`src/rtl/store_buffer.sv`:
```
// -----------------------------------------------------------------------------
// store_buffer
//
// Speculative store queue between the core's store path and the data memory
// write port. The core issues stores into the queue. `store_retire` marks them
// committed in program order, and `recover` discards every store that is not
// yet committed. Committed stores drain in order through a valid/ready port, so
// memory only ever sees non-speculative writes.
//
// The entries form a circular queue indexed by three pointers. Each pointer
// carries one extra wrap bit, so that full and empty can be told apart:
//   head : oldest entry (next to drain)
//   cmt  : first uncommitted entry
//   tail : next free entry
// The ordering head <= cmt <= tail holds modulo the wrap bit.
//
// Build options:
//   STORE_BUFFER_FWD_EN  when defined, a combinational store-to-load forwarding
//                        lookup is included. It returns the youngest entry whose
//                        address and size both match exactly. When undefined,
//                        fwd_hit and fwd_data are tied to 0.
//   COMMIT_WIDTH         default for the COMMIT_WIDTH parameter (2 if unset).
//
// Ports:
//   clock, reset        clock and synchronous active-high reset
//   enq_*               store issued by the core (addr, data, size)
//   sb_full, sb_empty   occupancy status (combinational)
//   store_retire        one bit per store retiring this cycle
//   recover             flush of all uncommitted entries
//   sb2mem_*            write request towards memory (valid/addr/data/size)
//   mem2sb_ready        memory accepts the current request
//   fwd_addr, fwd_size  load lookup key
//   fwd_hit, fwd_data   forwarding result
// -----------------------------------------------------------------------------

package store_buffer_pkg;
    typedef enum logic [1:0] {
        SIZE_BYTE  = 2'd0,
        SIZE_HALF  = 2'd1,
        SIZE_WORD  = 2'd2,
        SIZE_DWORD = 2'd3
    } mem_size_t;
endpackage

`ifndef COMMIT_WIDTH
`define COMMIT_WIDTH 2
`endif

module store_buffer
    import store_buffer_pkg::*;
#(
    parameter int DEPTH        = 8,
    parameter int COMMIT_WIDTH = `COMMIT_WIDTH
) (
    input  logic                    clock,
    input  logic                    reset,
    input  logic                    enq_valid,
    input  logic [31:0]             enq_addr,
    input  logic [63:0]             enq_data,
    input  mem_size_t               enq_size,
    output logic                    sb_full,
    input  logic [COMMIT_WIDTH-1:0] store_retire,
    input  logic                    recover,
    output logic                    sb2mem_valid,
    output logic [31:0]             sb2mem_addr,
    output logic [63:0]             sb2mem_data,
    output mem_size_t               sb2mem_size,
    input  logic                    mem2sb_ready,
    output logic                    sb_empty,
    input  logic [31:0]             fwd_addr,
    input  mem_size_t               fwd_size,
    output logic                    fwd_hit,
    output logic [63:0]             fwd_data
);

    localparam int IDX_W = $clog2(DEPTH);
    localparam int PTR_W = IDX_W + 1;
    localparam logic [PTR_W-1:0] DEPTH_P = PTR_W'(DEPTH);

    // Entry storage. The drain port and the forwarding lookup both read the
    // entries combinationally, so this is register/distributed storage and not
    // a block RAM. The entries are never reset: the pointers alone define
    // which entries are valid.
    logic [31:0] addr_mem [DEPTH];
    logic [63:0] data_mem [DEPTH];
    mem_size_t   size_mem [DEPTH];

    logic [PTR_W-1:0] head_reg, head_next;
    logic [PTR_W-1:0] cmt_reg,  cmt_next;
    logic [PTR_W-1:0] tail_reg, tail_next;
    logic [PTR_W-1:0] count;
    logic [PTR_W-1:0] retire_cnt;
    logic             enq_fire;
    logic             drain_fire;

    assign count    = tail_reg - head_reg;
    assign sb_full  = (count == DEPTH_P);
    assign sb_empty = (count == '0);

    assign sb2mem_valid = (head_reg != cmt_reg);
    assign sb2mem_addr  = addr_mem[head_reg[IDX_W-1:0]];
    assign sb2mem_data  = data_mem[head_reg[IDX_W-1:0]];
    assign sb2mem_size  = size_mem[head_reg[IDX_W-1:0]];

    // A recover in the same cycle drops the incoming store.
    assign enq_fire   = enq_valid && !sb_full && !recover;
    assign drain_fire = sb2mem_valid && mem2sb_ready;

    always_comb begin
        retire_cnt = '0;
        for (int i = 0; i < COMMIT_WIDTH; i++) begin
            retire_cnt = retire_cnt + PTR_W'(store_retire[i]);
        end
    end

    always_comb begin
        head_next = head_reg + PTR_W'(drain_fire);
        cmt_next  = cmt_reg + retire_cnt;
        tail_next = tail_reg + PTR_W'(enq_fire);
        // Truncate to the committed boundary after this cycle's retirements,
        // so stores retiring alongside the flush survive it.
        if (recover) begin
            tail_next = cmt_next;
        end
    end

    always_ff @(posedge clock) begin
        if (reset) begin
            head_reg <= '0;
            cmt_reg  <= '0;
            tail_reg <= '0;
        end else begin
            head_reg <= head_next;
            cmt_reg  <= cmt_next;
            tail_reg <= tail_next;
        end
    end

    always_ff @(posedge clock) begin
        if (enq_fire) begin
            addr_mem[tail_reg[IDX_W-1:0]] <= enq_addr;
            data_mem[tail_reg[IDX_W-1:0]] <= enq_data;
            size_mem[tail_reg[IDX_W-1:0]] <= enq_size;
        end
    end

`ifdef STORE_BUFFER_FWD_EN
    // The lookup works by age offset from head. Offset gi holds a live entry
    // when gi < count. Larger offsets are younger, so the last match found in
    // the priority loop is the youngest matching store.
    logic [DEPTH-1:0] fwd_match;
    logic [63:0]      fwd_cand [DEPTH];

    generate
        for (genvar gi = 0; gi < DEPTH; gi++) begin : g_fwd
            logic [IDX_W-1:0] slot;
            assign slot = head_reg[IDX_W-1:0] + IDX_W'(gi);
            assign fwd_match[gi] = (PTR_W'(gi) < count) &&
                                   (addr_mem[slot] == fwd_addr) &&
                                   (size_mem[slot] == fwd_size);
            assign fwd_cand[gi] = data_mem[slot];
        end
    endgenerate

    always_comb begin
        fwd_hit  = 1'b0;
        fwd_data = '0;
        for (int i = 0; i < DEPTH; i++) begin
            if (fwd_match[i]) begin
                fwd_hit  = 1'b1;
                fwd_data = fwd_cand[i];
            end
        end
    end
`else
    logic unused_fwd;
    assign unused_fwd = ^{fwd_addr, fwd_size};
    assign fwd_hit    = 1'b0;
    assign fwd_data   = '0;
`endif

    // Usage rules the core must respect.
    a_no_enq_when_full : assert property (@(posedge clock) disable iff (reset)
        !(enq_valid && sb_full));
    a_retire_in_range  : assert property (@(posedge clock) disable iff (reset)
        retire_cnt <= (tail_reg - cmt_reg));

endmodule

```
`config.mk`:
```
export PLATFORM = sky130hd
export DESIGN_NAME = store_buffer
export DESIGN_NICKNAME = d
export VERILOG_FILES = /design/src/rtl/store_buffer.sv
export SDC_FILE = /design/constraint.sdc
export NUM_CORES = 1
export LEC_CHECK = 0
export BUFFER_PORTS_ARGS = -buffer_cell sky130_fd_sc_hd__buf_2
export CAP_MARGIN = 20
export CORE_ASPECT_RATIO = 1.1
export CORE_MARGIN = 1
export CORE_UTILIZATION = 63
export DETAILED_ROUTE_END_ITERATION = 8
export GPL_ROUTABILITY_DRIVEN = 1
export PLACE_DENSITY = 0.82
export RECOVER_POWER = 50
export SYNTH_ARGS = -nofsm -noshare
export SYNTH_HDL_FRONTEND = slang
export SYNTH_SLANG_ARGS = --single-unit
export TNS_END_PERCENT = 10
```
`constraint.sdc`:
```
create_clock -name clock -period 19.8 [get_ports clock]
set_input_delay 0 -clock clock [delete_from_list [all_inputs] [get_ports clock]]
set_output_delay 0 -clock clock [all_outputs]
set_load 0.03 [all_outputs]
```
==> impl_metrics.py, run 1 <==
metrics = {
    "sta": {
        "fmax_ghz": 0.106,
        "setup_viol": 0,
        "rsz0062_at_grt": "no",
        "tightest_slew_ns": 3.01,
        "timing.setup.tns_ns": 0,
        "slew_violations": 148,
        "period_minus_slack_ns": 9.46,
        "hold_violations": 0,
        "max-slew-margin-rel_pct": -102,
        "setup_slack_ns": 10.34,
        "period_share_pct": 47.8,
        "clock_skew_ns": 0.0198,
    },
    "critical_path": {
        "crit_path_max_incr_delay_ns": 3.48,
        "cp_slowest_cell": "clkinvlp_2",
        "cpMostUsedCell": "buf_4",
        "crit_path_max_fanout": 62,
        "cp.required_ns": 20.03,
        "crit_chain": "clkinvlp_2 > ha_1 > a21oi_1 > a21o_1 > a211oi_4 > nor3_2 > buf_4 > buf_4",
        "critPathArrivalTime_ns": 9.69,
        "end_kind": "flip-flop",
        "start_kind": "flip-flop",
        "crit_type": "reg2reg",
    },
    "clock_tree": {
        "cts_tree": "done",
        "htreeDepth": 3,
        "clk_pin_slew_ns": 0.06,
        "cts_hold_buf": 105,
        "cts_buffers": 75,
        "clock_latency_ns": 0.63,
        "clockBufferDepth": 3,
        "cts_sinks": 796,
        "post_cts_buffers": 0,
        "cts_resized": 0,
        "root_buffer": "clkbuf_16",
    },
    "route": {
        "avgRoutedWirePerCell_um": 25.0,
        "ant_nets": 0,
        "topRoutingLayerUsed": "met4",
        "first_iter_violations": 1387,
        "routed-via-count": 15200,
        "wl_met1_um": 24200,
        "met3_length_um": 4560,
        "wl_met2_um": 33200,
        "drc": 0,
        "wl_um": 63600,
        "drtPass1Iterations": 5,
        "via_per_inst": 5.98,
    },
    "global_routing": {
        "track_usage_pct": 26.6,
        "grt-ovfl-total": 0,
        "grt_max_degree": 170,
        "antenna_found_initial": 1,
        "grt_pass1_vias": 15800,
        "grt_pass1_wl_um": 94600,
    },
    "synth": {
        "synth_cells": 1492,
        "synth_area_leaders": "edfxtp_1 (77%), mux4_2 (14%), nand2_1 (3.6%)",
        "async_reset_ff_share_pct": 0,
        "ys_ff_latch": 796,
        "ys_warn_count": 0,
        "synthTopCellsByCount": "edfxtp_1 (784), nand2_1 (296), mux4_2 (196), buf_4 (69), clkbuf_1 (19)",
        "synth_area_per_cell_um2": 20.6,
        "synth.most_common_cell": "edfxtp_1",
        "yosysTopAreaCellShare_pct": 76.7,
        "synthFlopType": "edfxtp_1",
        "yosysSeqAreaShare_pct": 77.4,
        "synth_cell_types": 32,
        "synth_top_area_cell": "edfxtp_1",
        "synth_edf_count": 784,
        "syn_area_mm2": 0.0307,
    },
    "placed_design": {
        "gp_congestion": 0.740,
        "portBuffers": 205,
        "dp_hpwl_um": 30400,
        "dp_cells": 2297,
        "pre_cts_ws_ns": 15.09,
    },
    "floorplanning": {
        "fp-row-count": 84,
        "die_h_um": 234,
        "core_mm2": 0.0479,
        "start_util_pct": 64.1,
        "die_w_um": 213,
        "die_area_mm2": 0.0496,
        "io-pin-count": 305,
    },
    "pwr": {
        "powerDensity_mw_per_mm2": 117,
        "ir_drop_v": 0.000111,
        "p_leak_nw": 11.7,
    },
    "cells_and_area": {
        "syn_to_final_growth_pct": 15.6,
        "fin_cells": 2538,
        "drive_gt1_share_pct": 21.2,
        "nFillCells": 2660,
        "largest_reg_flops": 512,
        "layout.nets": 1982,
    },
    "status": {
        "violations": "max-capacitance violations, max-slew violations",
        "status": "complete, but fails checks",
    },
    "flow_run": {
        "max_cap_violations": 3,
    },
    "hold_path": {
        "hp-class": "in2reg",
    },
}
-- stage by stage --
step / area (µm²) / utilization, % / power [W] / hold WS, ns
2_1_floorplan: 31000 / - / 0.00259 / 0.0716
3_3_place_gp: 32100 / 67.0 / 0.00273 / 0.253
3_5_place_dp: 32100 / 67.0 / 0.00274 / 0.265
4_1_cts: 35700 / 74.5 / 0.00421 / 0.0544
5_1_grt: 35500 / 74.1 / 0.00431 / 0.148
6_report: 35500 / 74.1 / 0.00417 / 0.0869
-- layer usage --
layer	track usage, %	vias to the layer above
li1	-	6467
met1	34.8	7866
met2	44.9	725
met3	4.76	116
met4	10.0	0
met5	0	-
-- cell families after synthesis --
group	share of synthesized area, %
DFF	77.4
and+or+nand+nor	4.22
muxes	14.4
buffers and inverters	3.02
xor gates and xnor gates	0.342
adders and majority gates	0.391
AOI/OAI and AO/OA	0.171
other	0.0122
-- final timing paths --
kind / start / to / slack [ns] / cells after the start
setup / recovery: head_reg[2] / data_mem[3][47] / 10.34 / 8
hold / removal: store_retire[0] / cmt_reg[3] / 0.09 / 7
setup reg to reg: head_reg[2] / data_mem[3][47] / 10.34 / 8
hold reg to reg: cmt_reg[3] / cmt_reg[3] / 0.58 / 2
-- worst max-delay path, delay by kind of cell, from the launching register on --
family	cells	cell delay, ns
buffers and inverters	3	4.96
DFF	1	1.89
adders and majority gates	1	1.28
AOI/OAI and AO/OA	3	0.55
and+or+nand+nor	1	0.24
-- final cells by class --
class	instances	area, µm²	share of cell area (%)
diodes	1	2.50	0.00705
inverters	8	31.3	0.0881
multi-input cells	620	6280	17.7
flip-flops and latches	796	23800	67.0
clock buffers	97	2090	5.89
repair buffers	333	2080	5.85
clock inverters	38	423	1.19
well taps	645	807	2.27
-- cells in the final DEF (no fill, tap or decap), types with 10 or more instances in the layout --
cell / count
nand2_1: 296
edfxtp_1: 784
clkbuf_1: 157
clkinv_1: 13
mux4_2: 196
dfxtp_1: 10
nor2_1: 10
clkbuf_16: 78
buf_2: 61
dlygate4sd3_1: 105
buf_4: 21
conb_1: 65
-- report_power, final --
group | switching [W] | total, W | internal (W)
clock network | 0.000602 | 0.00145 | 0.000853
logic | 0.000467 | 0.000784 | 0.000316
registers | 0.0000309 | 0.00193 | 0.00190
total | 0.00110 | 0.00417 | 0.00307
(Power assumes the default switching activity.)
==> run 2: changes to the inputs <==
ABC_AREA = 1   (was default)
CORE_UTILIZATION = 53   (was 63)
PLACE_DENSITY = 0.73   (was 0.82)
clock period = 8.35 ns   (was 19.8 ns; I/O delays follow)
==> run 2 against run 1 <==
  * The flow still finishes with violations (max-capacitance violations, max-slew violations)
  * Clock power grew 120%
  * Via count grew 32%
  * Clock-buffer cell count grew 4
  * Register-to-register slack lost 7.8 ns
  * Clock skew grew 0.0073 ns
  * Cell area grew 1.0%
  * Flip-flop and latch count is the same
  * Power grew 140%
  * Largest cell class unchanged
  * Highest routed layer is now met5
==> impl_metrics.py, run 2 <==
metrics = {
    "floorplanning": {
        "io-pin-count": 305,
        "core_mm2": 0.0588,
        "start_util_pct": 53.8,
        "die_w_um": 235,
        "fp-row-count": 93,
        "die_area_mm2": 0.0606,
        "die_h_um": 258,
    },
    "synth": {
        "syn_area_mm2": 0.0316,
        "synthFlopType": "edfxtp_1",
        "ys_ff_latch": 796,
        "ys_warn_count": 0,
        "synth_area_leaders": "edfxtp_1 (74%), nor2_1 (4.9%), o21ai_0 (4.4%)",
        "yosysTopAreaCellShare_pct": 74.5,
        "synth_cells": 2395,
        "async_reset_ff_share_pct": 0,
        "synth.most_common_cell": "edfxtp_1",
        "synth_edf_count": 784,
        "synth_top_area_cell": "edfxtp_1",
        "yosysSeqAreaShare_pct": 75.2,
        "synthTopCellsByCount": "edfxtp_1 (784), nor2_1 (412), nand2_1 (310), o21ai_0 (279), o22ai_1 (196)",
        "synth_cell_types": 30,
        "synth_area_per_cell_um2": 13.2,
    },
    "hold_path": {
        "min_from": "mem2sb_ready",
        "min_path_cells": 5,
        "hp-class": "in2reg",
        "whs_endpoint": "head_reg[3]",
    },
    "cells_and_area": {
        "syn_to_final_growth_pct": 13.5,
        "fin_area_mm2": 0.0359,
        "final_common_cell": "edfxtp_1",
        "drive_gt1_share_pct": 8.15,
        "layout.nets": 2809,
        "final_cell_mix": "edfxtp_1 (784), nor2_1 (404), nand2_1 (310), o21ai_0 (279), o22ai_1 (196)",
        "largest_reg_flops": 512,
    },
    "sta": {
        "tightest_slew_ns": 4.02,
        "clock_skew_ns": 0.0271,
        "period_minus_slack_ns": 6.22,
        "period_share_pct": 74.5,
        "timing.setup.tns_ns": 0,
        "setup_viol": 0,
        "fmax_ghz": 0.161,
        "rsz0062_at_grt": "no",
        "setup_slack_ns": 2.13,
        "hold_violations": 0,
        "slew_violations": 172,
        "max-slew-margin-rel_pct": -168,
    },
    "clock_tree": {
        "root_buffer": "clkbuf_16",
        "cts_hold_buf": 103,
        "cts_tree": "done",
        "clockBufferDepth": 3,
        "post_cts_buffers": 0,
        "cts_resized": 0,
        "cts_sinks": 796,
        "cts_buffers": 78,
        "clk_pin_slew_ns": 0.06,
        "clock_latency_ns": 0.62,
        "htreeDepth": 3,
    },
    "placed_design": {
        "gp_congestion": 0.780,
        "pre_cts_ws_ns": 3.87,
        "dp_hpwl_um": 36300,
        "portBuffers": 205,
        "placed_area_mm2": 0.0326,
    },
    "global_routing": {
        "grt_pass1_wl_um": 110000,
        "grt_pass1_vias": 19900,
        "grt-ovfl-total": 0,
        "track_usage_pct": 23.6,
        "grt_max_degree": 176,
        "antenna_found_initial": 5,
    },
    "pwr": {
        "powerDensity_mw_per_mm2": 275,
        "ir_drop_v": 0.000234,
        "p_leak_nw": 12.3,
    },
    "route": {
        "ant_nets": 0,
        "drc": 0,
        "avgRoutedWirePerCell_um": 20.6,
        "drtPass1Iterations": 7,
        "via_per_inst": 5.73,
        "first_iter_violations": 1794,
        "routed-via-count": 20000,
        "wl_um": 71900,
    },
    "critical_path": {
        "end_kind": "output pin",
        "critical_path_buf_inv_count": 3,
        "r2r_end": "data_mem[2][51]",
        "crit_chain": "inv_6 > clkbuf_1 > nand2_1 > nand2_1 > clkbuf_1",
        "crit_type": "reg2out",
        "ff2ff_setup_slack_ns": 2.55,
        "cp.required_ns": 8.35,
        "start_kind": "flip-flop",
        "crit_cells": 5,
        "timing.rr.start": "head_reg[2]",
        "cp_slowest_cell": "clkbuf_1",
        "crit_path_max_incr_delay_ns": 2.87,
        "rr_worst_depth": 9,
        "crit_path_max_fanout": 57,
        "critPathTopFamily": "buffers and inverters",
        "critPathArrivalTime_ns": 6.22,
    },
    "flow_run": {
        "max_cap_violations": 3,
    },
    "status": {
        "status": "complete, but fails checks",
        "violations": "max-capacitance violations, max-slew violations",
    },
}
==> run 2: cell count changes in the layout (fill, tap and decap cells not counted), moves of 8 or more <==
cell / change
inv_1: +16
nor2_1: +394
o21ai_0: +279
o21ai_1: +118
mux4_2: -196
nor2_4: +8
nand2_1: +14
buf_2: +16
o22ai_1: +196
xnor2_1: -8
==> run 2: tightest hold or removal path, stage by stage <==
cell and delay, ns:
buf_2 0.12, a21boi_0 0.12, ha_1 0.20, nand3_1 0.11, a21oi_1 0.08
==> run 2: through the flow <==
step / utilization [%] / hold WS [ns] / instances / power [W]
final: 61.1 / 0.0615 / 3488 / 0.00987
after CTS: 61.3 / 0.0358 / 3482 / 0.00993
after detailed placement: 55.6 / 0.264 / 3237 / 0.00669
after global placement: 55.6 / 0.255 / 3237 / 0.00662
after global routing: 61.0 / 0.0861 / 3486 / 0.0102
after floorplan: - / 0.0667 / 2459 / 0.00624
==> run 2: final cells by class <==
type	instances	area (µm²)
fillers	4390	22900
diodes	5	12.5
inverters	26	118
multi-input cells	1420	6530
clock inverters	41	230
repair buffers	339	2140
clock buffers	101	2100
well taps	760	951
flip-flops and latches	796	23800
==> run 2: worst max path at each step <==
| stage | startpoint | end | slack (ns) |
|---|---|---|---|
| 2_1_floorplan | head_reg[1] | addr_mem[0][0] | 2.06 |
| 3_3_place_gp | head_reg[2] | data_mem[2][46] | 3.93 |
| 3_5_place_dp | head_reg[2] | data_mem[2][45] | 3.87 |
| 4_1_cts | head_reg[2] | data_mem[2][39] | 3.84 |
| 5_1_grt | head_reg[2] | sb2mem_addr[31] | 1.83 |
| 6_report | head_reg[2] | sb2mem_data[13] | 2.13 |
==> run 2: logic make-up after synthesis <==
logic type      synth area share (%)
buf+inv                         5.07
other cells                   0.0119
flops                           75.2
compound gates                  10.3
simple gates                    8.85
xor+xnor                       0.194
fa+ha+maj                      0.380
==> run 2: report_power, final <==
| part | switching, W | internal [W] | total, W |
|---|---|---|---|
| registers | 0.0000696 | 0.00450 | 0.00457 |
| logic | 0.00153 | 0.000546 | 0.00208 |
| clock network | 0.00142 | 0.00181 | 0.00322 |
==> run 2: routing by layer <==
layer  global-route usage, %  vias up  wire (µm)
met2                    39.5      821      35800
met4                    9.38        2       1870
met5                       0        -          8
met1                    31.2     9872      29000
met3                    3.86      149       5190
li1                        -     9146          -
